--- config.mk ---
export PLATFORM = sky130hd
export DESIGN_NAME = mux_port_arbiter
export DESIGN_NICKNAME = d
export VERILOG_FILES = /design/src/rtl/mux_port_arbiter.sv
export SDC_FILE = /design/constraint.sdc
export NUM_CORES = 1
export LEC_CHECK = 0
export BUFFER_PORTS_ARGS = -buffer_cell sky130_fd_sc_hd__buf_4
export CELL_PAD_IN_SITES_DETAIL_PLACEMENT = 1
export CELL_PAD_IN_SITES_GLOBAL_PLACEMENT = 1
export CORE_ASPECT_RATIO = 0.8
export CORE_MARGIN = 3
export CORE_UTILIZATION = 44
export CTS_CLUSTER_DIAMETER = 120
export DETAILED_ROUTE_END_ITERATION = 12
export HOLD_SLACK_MARGIN = 0.12
export PLACE_DENSITY_LB_ADDON = 0.1
export SYNTH_ARGS = -nofsm -noshare
export SYNTH_HDL_FRONTEND = slang
export SYNTH_SLANG_ARGS = --single-unit
--- constraint.sdc ---
create_clock -name clk -period 3.3 [get_ports clk]
set_input_delay 0.165 -clock clk [delete_from_list [all_inputs] [get_ports clk]]
set_output_delay 0.165 -clock clk [all_outputs]
set_load 0.005 [all_outputs]
--- src/rtl/mux_port_arbiter.sv ---
// -----------------------------------------------------------------------------
// mux_port_arbiter
//
// Round-robin arbiter that hands one shared resource (behind a 4:1 datapath
// mux) to one of four requesters at a time. A grant lives through three
// phases:
//   IDLE  : no grant held; arbitrate among req starting at the rotating ptr.
//   START : one cycle in which 'start' tells the resource to begin.
//   WAIT  : wait for mem_done. If mem_done does not arrive within MAX_WAIT
//           cycles, the grant is forcibly released and 'timeout' pulses.
// On release, ptr moves to the requester after the one just served, which
// gives a fair rotation when every requester is asking.
//
// All outputs come straight from flops, so req has no combinational path to
// any output. sel keeps its last value while idle so the mux does not glitch.
//
// Parameters:
//   MAX_WAIT  WAIT cycles allowed before forced release (legal 1..15)
// Ports:
//   clk       single clock, rising edge
//   reset     synchronous, active-high
//   req[3:0]  level request, bit i = requester i
//   mem_done  completion pulse from the shared resource
//   grant[3:0] one-hot grant, zero when no grant is held
//   sel[1:0]  index of the granted requester (held while idle)
//   start     one-cycle pulse: resource may begin
//   busy      high while a grant is held (START or WAIT)
//   timeout   one-cycle pulse on forced release
// -----------------------------------------------------------------------------
module mux_port_arbiter #(
    parameter int MAX_WAIT = 15
) (
    input  logic       clk,
    input  logic       reset,
    input  logic [3:0] req,
    input  logic       mem_done,
    output logic [3:0] grant,
    output logic [1:0] sel,
    output logic       start,
    output logic       busy,
    output logic       timeout
);

    typedef enum logic [1:0] {
        ST_IDLE  = 2'd0,
        ST_START = 2'd1,
        ST_WAIT  = 2'd2
    } state_t;

    state_t     r_state, r_state_next;
    logic [3:0] r_grant, r_grant_next;
    logic [1:0] r_sel, r_sel_next;
    logic       r_start, r_start_next;
    logic       r_busy, r_busy_next;
    logic       r_timeout, r_timeout_next;
    logic [1:0] r_ptr, r_ptr_next;
    logic [3:0] r_wait_cnt, r_wait_cnt_next;

    // -------------------------------------------------------------------------
    // Round-robin pick: rotate req so that position 0 is requester ptr, take
    // the lowest set position, then rotate the offset back to an index.
    // -------------------------------------------------------------------------
    logic [3:0] w_rot_req;
    logic [1:0] w_off;
    logic [1:0] w_pick;

    generate
        for (genvar gi = 0; gi < 4; gi++) begin : g_rot
            logic [1:0] w_idx;
            assign w_idx        = r_ptr + 2'(gi);
            assign w_rot_req[gi] = req[w_idx];
        end
    endgenerate

    always_comb begin
        w_off = 2'd0;
        // Walk from the highest offset down so the lowest set offset wins.
        for (int i = 3; i >= 0; i--) begin
            if (w_rot_req[i]) begin
                w_off = 2'(i);
            end
        end
    end

    assign w_pick = r_ptr + w_off;

    // Last allowed WAIT cycle: releasing at the end of it gives exactly
    // MAX_WAIT WAIT cycles in total.
    logic w_cnt_last;
    assign w_cnt_last = (r_wait_cnt == 4'(MAX_WAIT - 1));

    // -------------------------------------------------------------------------
    // State register (and all registered outputs / datapath state)
    // -------------------------------------------------------------------------
    always_ff @(posedge clk) begin
        if (reset) begin
            r_state    <= ST_IDLE;
            r_grant    <= 4'd0;
            r_sel      <= 2'd0;
            r_start    <= 1'b0;
            r_busy     <= 1'b0;
            r_timeout  <= 1'b0;
            r_ptr      <= 2'd0;
            r_wait_cnt <= 4'd0;
        end else begin
            r_state    <= r_state_next;
            r_grant    <= r_grant_next;
            r_sel      <= r_sel_next;
            r_start    <= r_start_next;
            r_busy     <= r_busy_next;
            r_timeout  <= r_timeout_next;
            r_ptr      <= r_ptr_next;
            r_wait_cnt <= r_wait_cnt_next;
        end
    end

    // -------------------------------------------------------------------------
    // Next-state logic
    // -------------------------------------------------------------------------
    always_comb begin
        r_state_next = r_state;
        case (r_state)
            ST_IDLE: begin
                if (|req) begin
                    r_state_next = ST_START;
                end
            end
            ST_START: begin
                r_state_next = ST_WAIT;
            end
            ST_WAIT: begin
                if (mem_done || w_cnt_last) begin
                    r_state_next = ST_IDLE;
                end
            end
            default: begin
                r_state_next = ST_IDLE;
            end
        endcase
    end

    // -------------------------------------------------------------------------
    // Output logic: next values for the registered outputs. start and timeout
    // default low so they can only ever be single-cycle pulses.
    // -------------------------------------------------------------------------
    always_comb begin
        r_grant_next    = r_grant;
        r_sel_next      = r_sel;
        r_start_next    = 1'b0;
        r_busy_next     = r_busy;
        r_timeout_next  = 1'b0;
        r_ptr_next      = r_ptr;
        r_wait_cnt_next = r_wait_cnt;
        case (r_state)
            ST_IDLE: begin
                if (|req) begin
                    r_grant_next = 4'b0001 << w_pick;
                    r_sel_next   = w_pick;
                    r_start_next = 1'b1;
                    r_busy_next  = 1'b1;
                end
            end
            ST_START: begin
                // mem_done is deliberately not looked at here.
                r_wait_cnt_next = 4'd0;
            end
            ST_WAIT: begin
                if (mem_done || w_cnt_last) begin
                    r_grant_next   = 4'd0;
                    r_busy_next    = 1'b0;
                    r_ptr_next     = r_sel + 2'd1;
                    // A completion on the last cycle is a normal release.
                    r_timeout_next = ~mem_done;
                end else begin
                    r_wait_cnt_next = r_wait_cnt + 4'd1;
                end
            end
            default: begin
                r_grant_next = 4'd0;
                r_busy_next  = 1'b0;
            end
        endcase
    end

    assign grant   = r_grant;
    assign sel     = r_sel;
    assign start   = r_start;
    assign busy    = r_busy;
    assign timeout = r_timeout;

endmodule

==> results by group <==
Routing
  – Met2 routed WL: 1010 um
  – M1 WL: 1280 um
  – Wirelength per Cell: 15.8 um
  – Detailed Route WL: 2420 um
  – Initial DRC Count: 39
  – Uppermost layer routed: met4
  – Number of nets with antenna violations after routing: 0
  – Via-to-Cell Ratio: 5.78
  – Vias: 885
  – Wire length on met3: 111 um
  – DRT Pass-1 Iters: 4
  – Remaining DRCs: 0

Final layout
  – Final nets: 140
  – Layout cell share with drive strength beyond 1: 21.7%
  – Register area: 340 um^2
  – Fill count: 242
  – Multi-input logic area: 611 um^2
  – N_diodes: 0
  – Final Non-Filler Cells: 153
  – Area Overhead vs Synth: 13.6%

Synthesis
  – Post-Synthesis Cells: 115
  – Synth cell types: 42
  – Syn Area/Cell: 8.71 um^2
  – Syn Nets: 125
  – Sequential share of the synthesized area: 34.0%
  – Synth Cell Area: 1000 um^2
  – Synth Flop Type: dfxtp_1
  – Flops & latches, synth: 17
  – EDFF count, synth: 0
  – Ys async rst share: 0%
  – Synthesis Warnings: 0

CTS
  – Post-cts sizing count: 0
  – CTS Buf Count: 3
  – CTS tree: built
  – Htree depth: 1
  – Clock root cell: clkbuf_4
  – Reg clk slew, reported paths: 100 ps
  – Clock Tree Buf Depth: 2
  – Clk sinks: 17
  – Worst-Skew Late Latency: 300 ps

STA
  – Worst-Margin Slew: 548 ps
  – Setup_tns: 0 ps
  – Min Tclk post-route: 2490 ps
  – Hold slack: 168 ps
  – Max-slew violation count: 0
  – Clk_skew: 0.409 ps
  – Endpoints failing setup: 0
  – Final hold violations: 0
  – Final period util: 75.6%
  – Highest Clock Rate: 401 MHz
  – Slew headroom: 63.1%
  – RSZ-0062 raised after global routing: false
  – Final worst slack: 805 ps

Global routing
  – Vias in the first global route: 884
  – Aggregate global routing overflow: 0
  – Gr usage total: 18.6%
  – First-pass GRT wire length: 4150 um
  – Initial antenna violation count: 0
  – Largest net degree at the start of global routing: 16

Floorplan
  – Initial Utilization: 49.8%
  – CORE AREA: 2010 um^2
  – Die area: 2890 um^2
  – Row count: 14
  – Die Wd: 59.4 um
  – Die Ht: 48.7 um
  – I/O pin count: 16

Setup path
  – CP Buf/Inv Count: 0
  – Worst EP required: 3550 ps
  – Delay-heaviest family, CP: compound AO/OA/AOI/OAI gates
  – CP Cell Sequence: nor2_1, a221oi_1, a31oi_1, a211o_1, ha_1, xnor2_1, nand3_1, or3_1, nand3_1
  – Largest incremental delay on the critical path: 530 ps
  – Most frequent CP cell: nand3_1
  – Critical path type: reg2reg
  – Crit path launch type: flip-flop
  – Crit path DAT: 2740 ps
  – CP max FO: 11
  – Crit. End Element: flip-flop
  – Slowest CP cell: dfxtp_1

Power
  – Design Power: 0.463 mW
  – Pwr Density: 407 nW/um^2
  – Peak VDD IR: 0.314 mV
  – Leakage power: 0.452 nW

Place
  – Gp weighted congestion: 0.776
  – IO Port Bufs: 15
  – Pre-CTS WS: 846 ps
  – HPWL after DPL: 1810 um
  – Placed cells: 148

Min path
  – Hold Crit Class: in2reg

Status
  – Status: finished, final reports clean

Run
  – Max Cap Viol: 0
==> per-layer routing <==
| metal | GRT usage, % | vias up |
|---|---|---|
| met4 | 4.15 | 0 |
| met2 | 27.1 | 16 |
| li1 | - | 446 |
| met5 | 0 | - |
| met3 | 6.12 | 3 |
| met1 | 26.1 | 420 |
==> cell type report <==
cell class                      count  area share [%]
Inverter                            2           0.659
Tap cell                           24            2.64
Clock buffer                        3            1.98
Clock inverter                      1           0.440
Sequential cell                    17            29.9
Timing Repair Buffer               16            10.8
Multi-Input combinational cell     90            53.6
==> worst register-to-register path, delay by kind of cell, from the launching register on <==
| family | cells | cell delay, ps |
|---|---|---|
| AO/OA/AOI/OAI | 3 | 720 |
| AND/OR/NAND/NOR | 4 | 680 |
| flip-flops | 1 | 530 |
| XOR/XNOR | 1 | 290 |
| adder cells (fa/ha/maj) | 1 | 220 |
==> registers in the layout (all words and copies together) (netlist names) <==
| signal | flops |
|---|---|
| busy | 1 |
| grant | 4 |
| r_ptr | 2 |
| r_state | 2 |
| r_wait_cnt | 4 |
| sel | 2 |
| start | 1 |
| timeout | 1 |
==> what timing repair did <==
action                    CTS  global route
hold endpoints to repair    1             0
setup buffers               0             0
hold buffers                1             0
==> stage by stage <==
stage | instance area [um^2] | utilization, %
after floorplan | 1000 | -
after global placement | 1100 | 54.7
after detailed placement | 1100 | 54.7
after CTS | 1140 | 56.5
after global routing | 1140 | 56.5
final | 1140 | 56.5
==> cells in the mapped netlist, drive strengths merged (3+ instances only) <==
| cell | count | share of area, % |
|---|---|---|
| a21oi | 6 | 3.4 |
| nor2b | 5 | 3.1 |
| or3 | 4 | 3.0 |
| nand2 | 5 | 1.9 |
| nor4 | 7 | 6.9 |
| ha | 3 | 3.7 |
| dfxtp | 17 | 34 |
| buf | 5 | 4.0 |
| nor2 | 18 | 7.0 |
| nand3 | 8 | 4.0 |
| o21ai | 5 | 2.5 |
==> cells by family after synthesis <==
| group | Yosys count | synth area share, % |
|---|---|---|
| AO/OA/AOI/OAI | 26 | 21.2 |
| XOR/XNOR | 4 | 3.50 |
| adder cells (fa/ha/maj) | 3 | 3.75 |
| buffers and inverters | 8 | 5.12 |
| flip-flops | 17 | 34.0 |
| multiplexers | 1 | 0.999 |
| AND/OR/NAND/NOR | 56 | 31.5 |
==> power breakdown <==
| part | internal (mW) | switching (mW) |
|---|---|---|
| sequential | 0.221 | 0.0161 |
| combinational | 0.0534 | 0.0577 |
| clock | 0.0453 | 0.0694 |
==> cell usage in the layout, fill, tap and decap left out, types with 2 or more instances in the layout <==
| cell | netlist | final |
|---|---|---|
| nor2_1 | 17 | 17 |
| nor2b_1 | 5 | 5 |
| ha_1 | 3 | 3 |
| nor3_1 | 2 | 2 |
| or3_1 | 3 | 3 |
| nor4_1 | 3 | 3 |
| o21ai_0 | 4 | 4 |
| nand3_1 | 8 | 8 |
| xnor2_1 | 2 | 2 |
| dfxtp_1 | 17 | 17 |
| nor4_2 | 4 | 4 |
| a32oi_1 | 2 | 2 |
| clkbuf_4 | 0 | 3 |
| a21oi_1 | 5 | 5 |
| inv_1 | 2 | 2 |
| buf_4 | 1 | 15 |
| xor2_1 | 2 | 2 |
| a211oi_1 | 2 | 2 |
| nand2b_1 | 2 | 2 |
| nand2_1 | 5 | 5 |
| a31oi_1 | 2 | 2 |
==> worst paths after layout <==
path                                      end      from  depth (start not counted)  slack (ps)
worst max-delay path                 grant[1]  r_ptr[0]                          9         810
worst min-delay path            r_wait_cnt[3]     reset                          2         170
worst max register to register       grant[1]  r_ptr[0]                          9         810
worst min register to register           busy      busy                          1         480
(Power assumes the default switching activity.)
